File: config.mk
export PLATFORM = sky130hd
export DESIGN_NAME = pulse_period_meter
export DESIGN_NICKNAME = d
export VERILOG_FILES = /design/src/rtl/pulse_period_meter.sv
export SDC_FILE = /design/constraint.sdc
export NUM_CORES = 1
export LEC_CHECK = 0
export CAP_MARGIN = 20
export CORE_MARGIN = 3
export CORE_UTILIZATION = 58
export DETAILED_ROUTE_END_ITERATION = 8
export DONT_BUFFER_PORTS = 1
export GPL_TIMING_DRIVEN = 0
export HOLD_SLACK_MARGIN = 0.1
export PLACE_DENSITY = 0.71
export SLEW_MARGIN = 20
export SYNTH_ARGS = -nofsm -noshare
export SYNTH_HDL_FRONTEND = slang
export SYNTH_SLANG_ARGS = --single-unit
File: constraint.sdc
create_clock -name clk -period 6.4 [get_ports clk]
set_clock_uncertainty 0.05 [all_clocks]
set_input_delay 1.28 -clock clk [delete_from_list [all_inputs] [get_ports clk]]
set_output_delay 1.28 -clock clk [all_outputs]
set_load 0.01 [all_outputs]
File: src/rtl/pulse_period_meter.sv
// rtl/pulse_period_meter.sv - measures rising-edge spacing of a tick stream and flags lock
//
// Ports:
//   clk, reset          system clock, asynchronous active-high reset
//   enable              measurement enable; low returns the meter to IDLE
//   pulse_in            monitored tick/pulse stream
//   expected_period     target period in clk cycles
//   tolerance           allowed absolute deviation from expected_period
//   period_out          last measured period, held until the next measurement
//   period_valid        one-cycle strobe when period_out updates
//   timeout             one-cycle strobe when the counter saturates without an edge
//   lock                LOCK_N consecutive in-tolerance periods seen
//   busy                high while armed or measuring
module pulse_period_meter #(
    parameter int CNT_W   = 16,
    parameter int LOCK_N  = 4,
    parameter int SYNC_EN = 1
) (
    input  logic             clk,
    input  logic             reset,
    input  logic             enable,
    input  logic             pulse_in,
    input  logic [CNT_W-1:0] expected_period,
    input  logic [CNT_W-1:0] tolerance,
    output logic [CNT_W-1:0] period_out,
    output logic             period_valid,
    output logic             timeout,
    output logic             lock,
    output logic             busy
);

    typedef enum logic [1:0] {
        IDLE    = 2'd0,
        ARM     = 2'd1,
        MEASURE = 2'd2
    } state_t;

    localparam int RUN_W = $clog2(LOCK_N + 1);
    localparam logic [CNT_W-1:0] CNT_MAX = '1;
    localparam logic [RUN_W-1:0] RUN_MAX = RUN_W'(LOCK_N);

    state_t           state_q, state_d;
    logic             s1_q, s1_d;
    logic             s2_q, s2_d;
    logic             s3_q, s3_d;
    logic [CNT_W-1:0] counter_q, counter_d;
    logic [CNT_W-1:0] period_q, period_d;
    logic             valid_q, valid_d;
    logic             timeout_q, timeout_d;
    logic             lock_q, lock_d;
    logic [RUN_W-1:0] run_q, run_d;

    logic             edge_det;
    logic [CNT_W-1:0] diff;
    logic             in_tol;
    logic [RUN_W-1:0] run_inc;

    // Input path. s3 always holds the previous sample of whatever feeds the
    // edge detector, so a level held high yields exactly one edge.
    always_comb begin
        s1_d = pulse_in;
        s2_d = s1_q;
        if (SYNC_EN != 0) begin
            s3_d     = s2_q;
            edge_det = s2_q & ~s3_q;
        end else begin
            s3_d     = pulse_in;
            edge_det = pulse_in & ~s3_q;
        end
    end

    // Tolerance check on the period about to be reported (the live counter).
    // Larger-minus-smaller keeps the difference unsigned with no wrap.
    always_comb begin
        if (counter_q > expected_period) begin
            diff = counter_q - expected_period;
        end else begin
            diff = expected_period - counter_q;
        end
        in_tol  = (diff <= tolerance);
        run_inc = (run_q == RUN_MAX) ? run_q : run_q + 1'b1;
    end

    always_comb begin
        state_d   = state_q;
        counter_d = counter_q;
        period_d  = period_q;
        valid_d   = 1'b0;
        timeout_d = 1'b0;
        lock_d    = lock_q;
        run_d     = run_q;

        if (!enable) begin
            state_d   = IDLE;
            counter_d = '0;
            run_d     = '0;
            lock_d    = 1'b0;
        end else begin
            case (state_q)
                IDLE: begin
                    counter_d = '0;
                    state_d   = ARM;
                end
                ARM: begin
                    // First edge only starts the count; nothing to report yet.
                    if (edge_det) begin
                        counter_d = CNT_W'(1);
                        state_d   = MEASURE;
                    end
                end
                MEASURE: begin
                    // An edge on the saturation cycle still reports normally.
                    if (edge_det) begin
                        period_d  = counter_q;
                        valid_d   = 1'b1;
                        counter_d = CNT_W'(1);
                        if (in_tol) begin
                            run_d  = run_inc;
                            lock_d = (run_inc == RUN_MAX);
                        end else begin
                            run_d  = '0;
                            lock_d = 1'b0;
                        end
                    end else if (counter_q == CNT_MAX) begin
                        timeout_d = 1'b1;
                        lock_d    = 1'b0;
                        run_d     = '0;
                        counter_d = '0;
                        state_d   = ARM;
                    end else begin
                        counter_d = counter_q + 1'b1;
                    end
                end
                default: begin
                    state_d   = IDLE;
                    counter_d = '0;
                end
            endcase
        end
    end

    always_ff @(posedge clk or posedge reset) begin
        if (reset) begin
            state_q   <= IDLE;
            s1_q      <= 1'b0;
            s2_q      <= 1'b0;
            s3_q      <= 1'b0;
            counter_q <= '0;
            period_q  <= '0;
            valid_q   <= 1'b0;
            timeout_q <= 1'b0;
            lock_q    <= 1'b0;
            run_q     <= '0;
        end else begin
            state_q   <= state_d;
            s1_q      <= s1_d;
            s2_q      <= s2_d;
            s3_q      <= s3_d;
            counter_q <= counter_d;
            period_q  <= period_d;
            valid_q   <= valid_d;
            timeout_q <= timeout_d;
            lock_q    <= lock_d;
            run_q     <= run_d;
        end
    end

    assign period_out   = period_q;
    assign period_valid = valid_q;
    assign timeout      = timeout_q;
    assign lock         = lock_q;
    assign busy         = (state_q != IDLE);

endmodule

==> results.md <==
- Status: finished, final reports clean
- Worst path bufs/invs: 2
- R2r setup slk: 1980 ps
- Synth Flop Type: dfrtp_1
- Max H-tree Level: 2
- Top delay family on crit path: compound AO/OA/AOI/OAI gates
- Clock latency at the later pin of the worst-skew pair: 290 ps
- Worst-Margin Slew: 694 ps
- Crit path capture type: flop
- Startpoint Class: input pin
- Slew HR: between 50% and 60%
- Placer Congestion: 0.899
- IO buf count: 0
- Dominant cell type by area after synthesis: dfrtp_1
- Max clock buf depth: 2
- RSZ-0062 raised after global routing: no
- Post-Synthesis Cells: 466
- Top-area cell type share of the netlist area: 27.5%
- # DRC: 0
- Wire per inst: 16.1 microns
- Worst reg-to-reg path cell count: 19
- R2r endpoint: run_q[0]
- Grt ovf: 0
- Total length of routed wires: roughly 8900 microns
- Chip width: between 80 and 90 microns
- Worst path required time: 6580 ps
- Placement Rows: 29
- Register area share after synthesis: around 27%
- # Post-CTS Setup Buffers: 0
- Clock slew at reported path FFs: 80 ps
- I/O pin total: 56
- Placed Instance Area: 4030 sq um
- Layout cells sized above 1: ~6.8%
- DR vias/cell: a little under 6
- Setup violators final: 0
- Critical-path maximum fanout: 7
- Most used cell, CP: o21ai_0
- First-pass GRT wire length: 14,900 microns
- Hold path depth: 0
- Largest net degree at the start of global routing: 34
- Synth unique cells: 65
- R2r startpoint: counter_q[0]
- HPWL after DPL: ~7300 microns
- CTS buffer count: 5
- Final Cell Area: around 4100 sq um
- Number of antenna violations at the first check in global routing: 0
- Final hold vios: 0
- Gates resized, CTS repair: 0
- EDFF count, synth: 0
- Die area: 7770 sq um
- Number of vias in the routed layout: 3,257
- CTS tree: done
- Pre-Repair DR Iteration Count: 4
- Core Area: ~6500 sq um
- Hold buffers post-CTS: 0
- Final slew viol count: 0
- Worst hold start: s1_q
- Initial core utilization: roughly 61%
- Top cells by area, synth: dfrtp_1, ha_1, inv_1, o21ai_0, nand2_1
- Root Driver: clkbuf_8
- Fin Setup TNS: 0 ps
- All-Layer GR Usage: 24.1%
- Asr flop ratio synth: 100%
- Leak: between 1.5 and 2 nW
- Syn avg cell area: ~8.4 sq um
- Slowest CP cell: o21ai_0
- Worst path max stage delay: 510 ps
- Syn. warnings: 0
- Layout area overhead: 5.21%
- Post-Syn Nets: 557
- Hold Crit Class: flop to flop
- Critical Path AT: slightly above 5000 ps
- Height of the die: just under 90 microns
- CP Class: input pin to flop
- DRT iter0 DRCs: 155
- Final worst path period share: about three quarters
- Register bit count reported by yosys: 43
- FMAX: around 0.21 GHz
- Endpoint, Worst Hold: s2_q
- Syn Std Cell Area: 3920 sq um
- DRT antenna net count: 0
- Vias in the first global route: between 3,000 and 4,000
- Max VDD drop: about 0.16 mV
- Max-Cap Viols: 0
- Cell Pwr Density: roughly 150 nW/um^2
- Antenna Cells: 0
- Fin crit period: ~4800 ps
- Clock Sinks: between 40 and 50
- # fillers: 600
- Final nets: around 570
- Worst-path cell chain: inv_1, ha_1, clkbuf_2, and2_1, nor3b_1, o21ai_0, o21ai_0, a211oi_1, a21oi_1, xor2_1, ha_1, a21o_1, a21o_1, a21oi_1, o21ai_0, o21ai_0, a32o_1
[worst max-delay path by stage]
stage                                    from        to  slack, ps  cells past startpoint
after global placement     expected_period[9]  run_q[0]       1280                     17
after global routing       expected_period[5]  run_q[0]       1280                     17
after CTS                  expected_period[9]  run_q[0]       1540                     17
after floorplan           expected_period[13]  run_q[0]       1860                     17
after detailed placement   expected_period[9]  run_q[0]       1250                     17
final                      expected_period[5]  run_q[0]       1550                     17
[report_power, final]
group	leakage, nW	internal, mW	switching [mW]
combinational	1.28	0.0667	0.101
sequential	0.592	0.277	0.00366
clock	0.0470	0.0847	0.0878
total	1.92	0.428	0.192
[kinds of logic (layout without fill, tap and decap cells)]
logic type	after synthesis	after routing	synth area share [%]
compound gates	121	121	20.2
xor+xnor	27	27	6.04
fa+ha+maj	55	55	18.0
buf+inv	76	84	8.41
flops	43	43	27.5
mux	8	8	2.08
simple gates	136	136	17.8
[layout by cell type (no fill, tap or decap), drive strengths merged, types with 7 or more instances in the layout]
master / Yosys / final
buf: 11 / 12
a21oi: 30 / 30
xor2: 9 / 9
nor2: 28 / 28
dfrtp: 43 / 43
nand4: 13 / 13
ha: 53 / 53
nor3: 8 / 8
a21o: 13 / 13
clkbuf: 7 / 13
nand2: 44 / 44
nand3: 11 / 11
nor2b: 9 / 9
inv: 58 / 58
mux2i: 7 / 7
xnor2: 18 / 18
o21ai: 37 / 37
[per-stage QoR]
step                      util [%]  power [mW]  setup slack (ps)  hold slack, ps  std cells
after floorplan                  -       0.416              1860             281        466
after global placement        62.1       0.446              1280             285        543
after detailed placement      62.4       0.452              1250             297        544
after CTS                     63.8       0.622              1540             318        551
after global routing          63.8       0.659              1280             331        551
final                         63.8       0.620              1550             316        551
[flip-flops by register name, indices dropped and copies added, names as in the netlist]
name,flops
s1_q,1
counter_q,16
s2_q,1
period_out,16
period_valid,1
s3_q,1
timeout,1
run_q,3
state_q,2
lock,1
[synth_stat cells, drive strengths merged (8+ instances only)]
library cell  instances
ha                   53
nor2b                 9
nand2                44
buf                  11
nor3                  8
nor2                 28
dfrtp                43
a21oi                30
xnor2                18
xor2                  9
nand4                13
nand3                11
a21o                 13
o21ai                37
inv                  58
[layout make-up]
class / instances / area (sq um) / share of cell area (%)
Clock inverter: 1 / 5.00 / 0.122
Tap cell: 77 / 96.3 / 2.34
Clock buffer: 6 / 82.6 / 2.00
Inverter: 58 / 218 / 5.29
Multi-Input combinational cell: 347 / 2510 / 60.9
Buffer: 18 / 111 / 2.70
Timing Repair Buffer: 1 / 20.0 / 0.486
Sequential cell: 43 / 1080 / 26.1
[routing by layer]
metal  track usage, %  vias to the layer above  wire, microns
met2             40.2                       87           4130
met5                0                        -              0
met4             4.40                        0            105
met1             32.6                     1539           4100
li1                 -                     1618              -
met3             5.17                       13            546
Power figures use the tool's default switching activity.
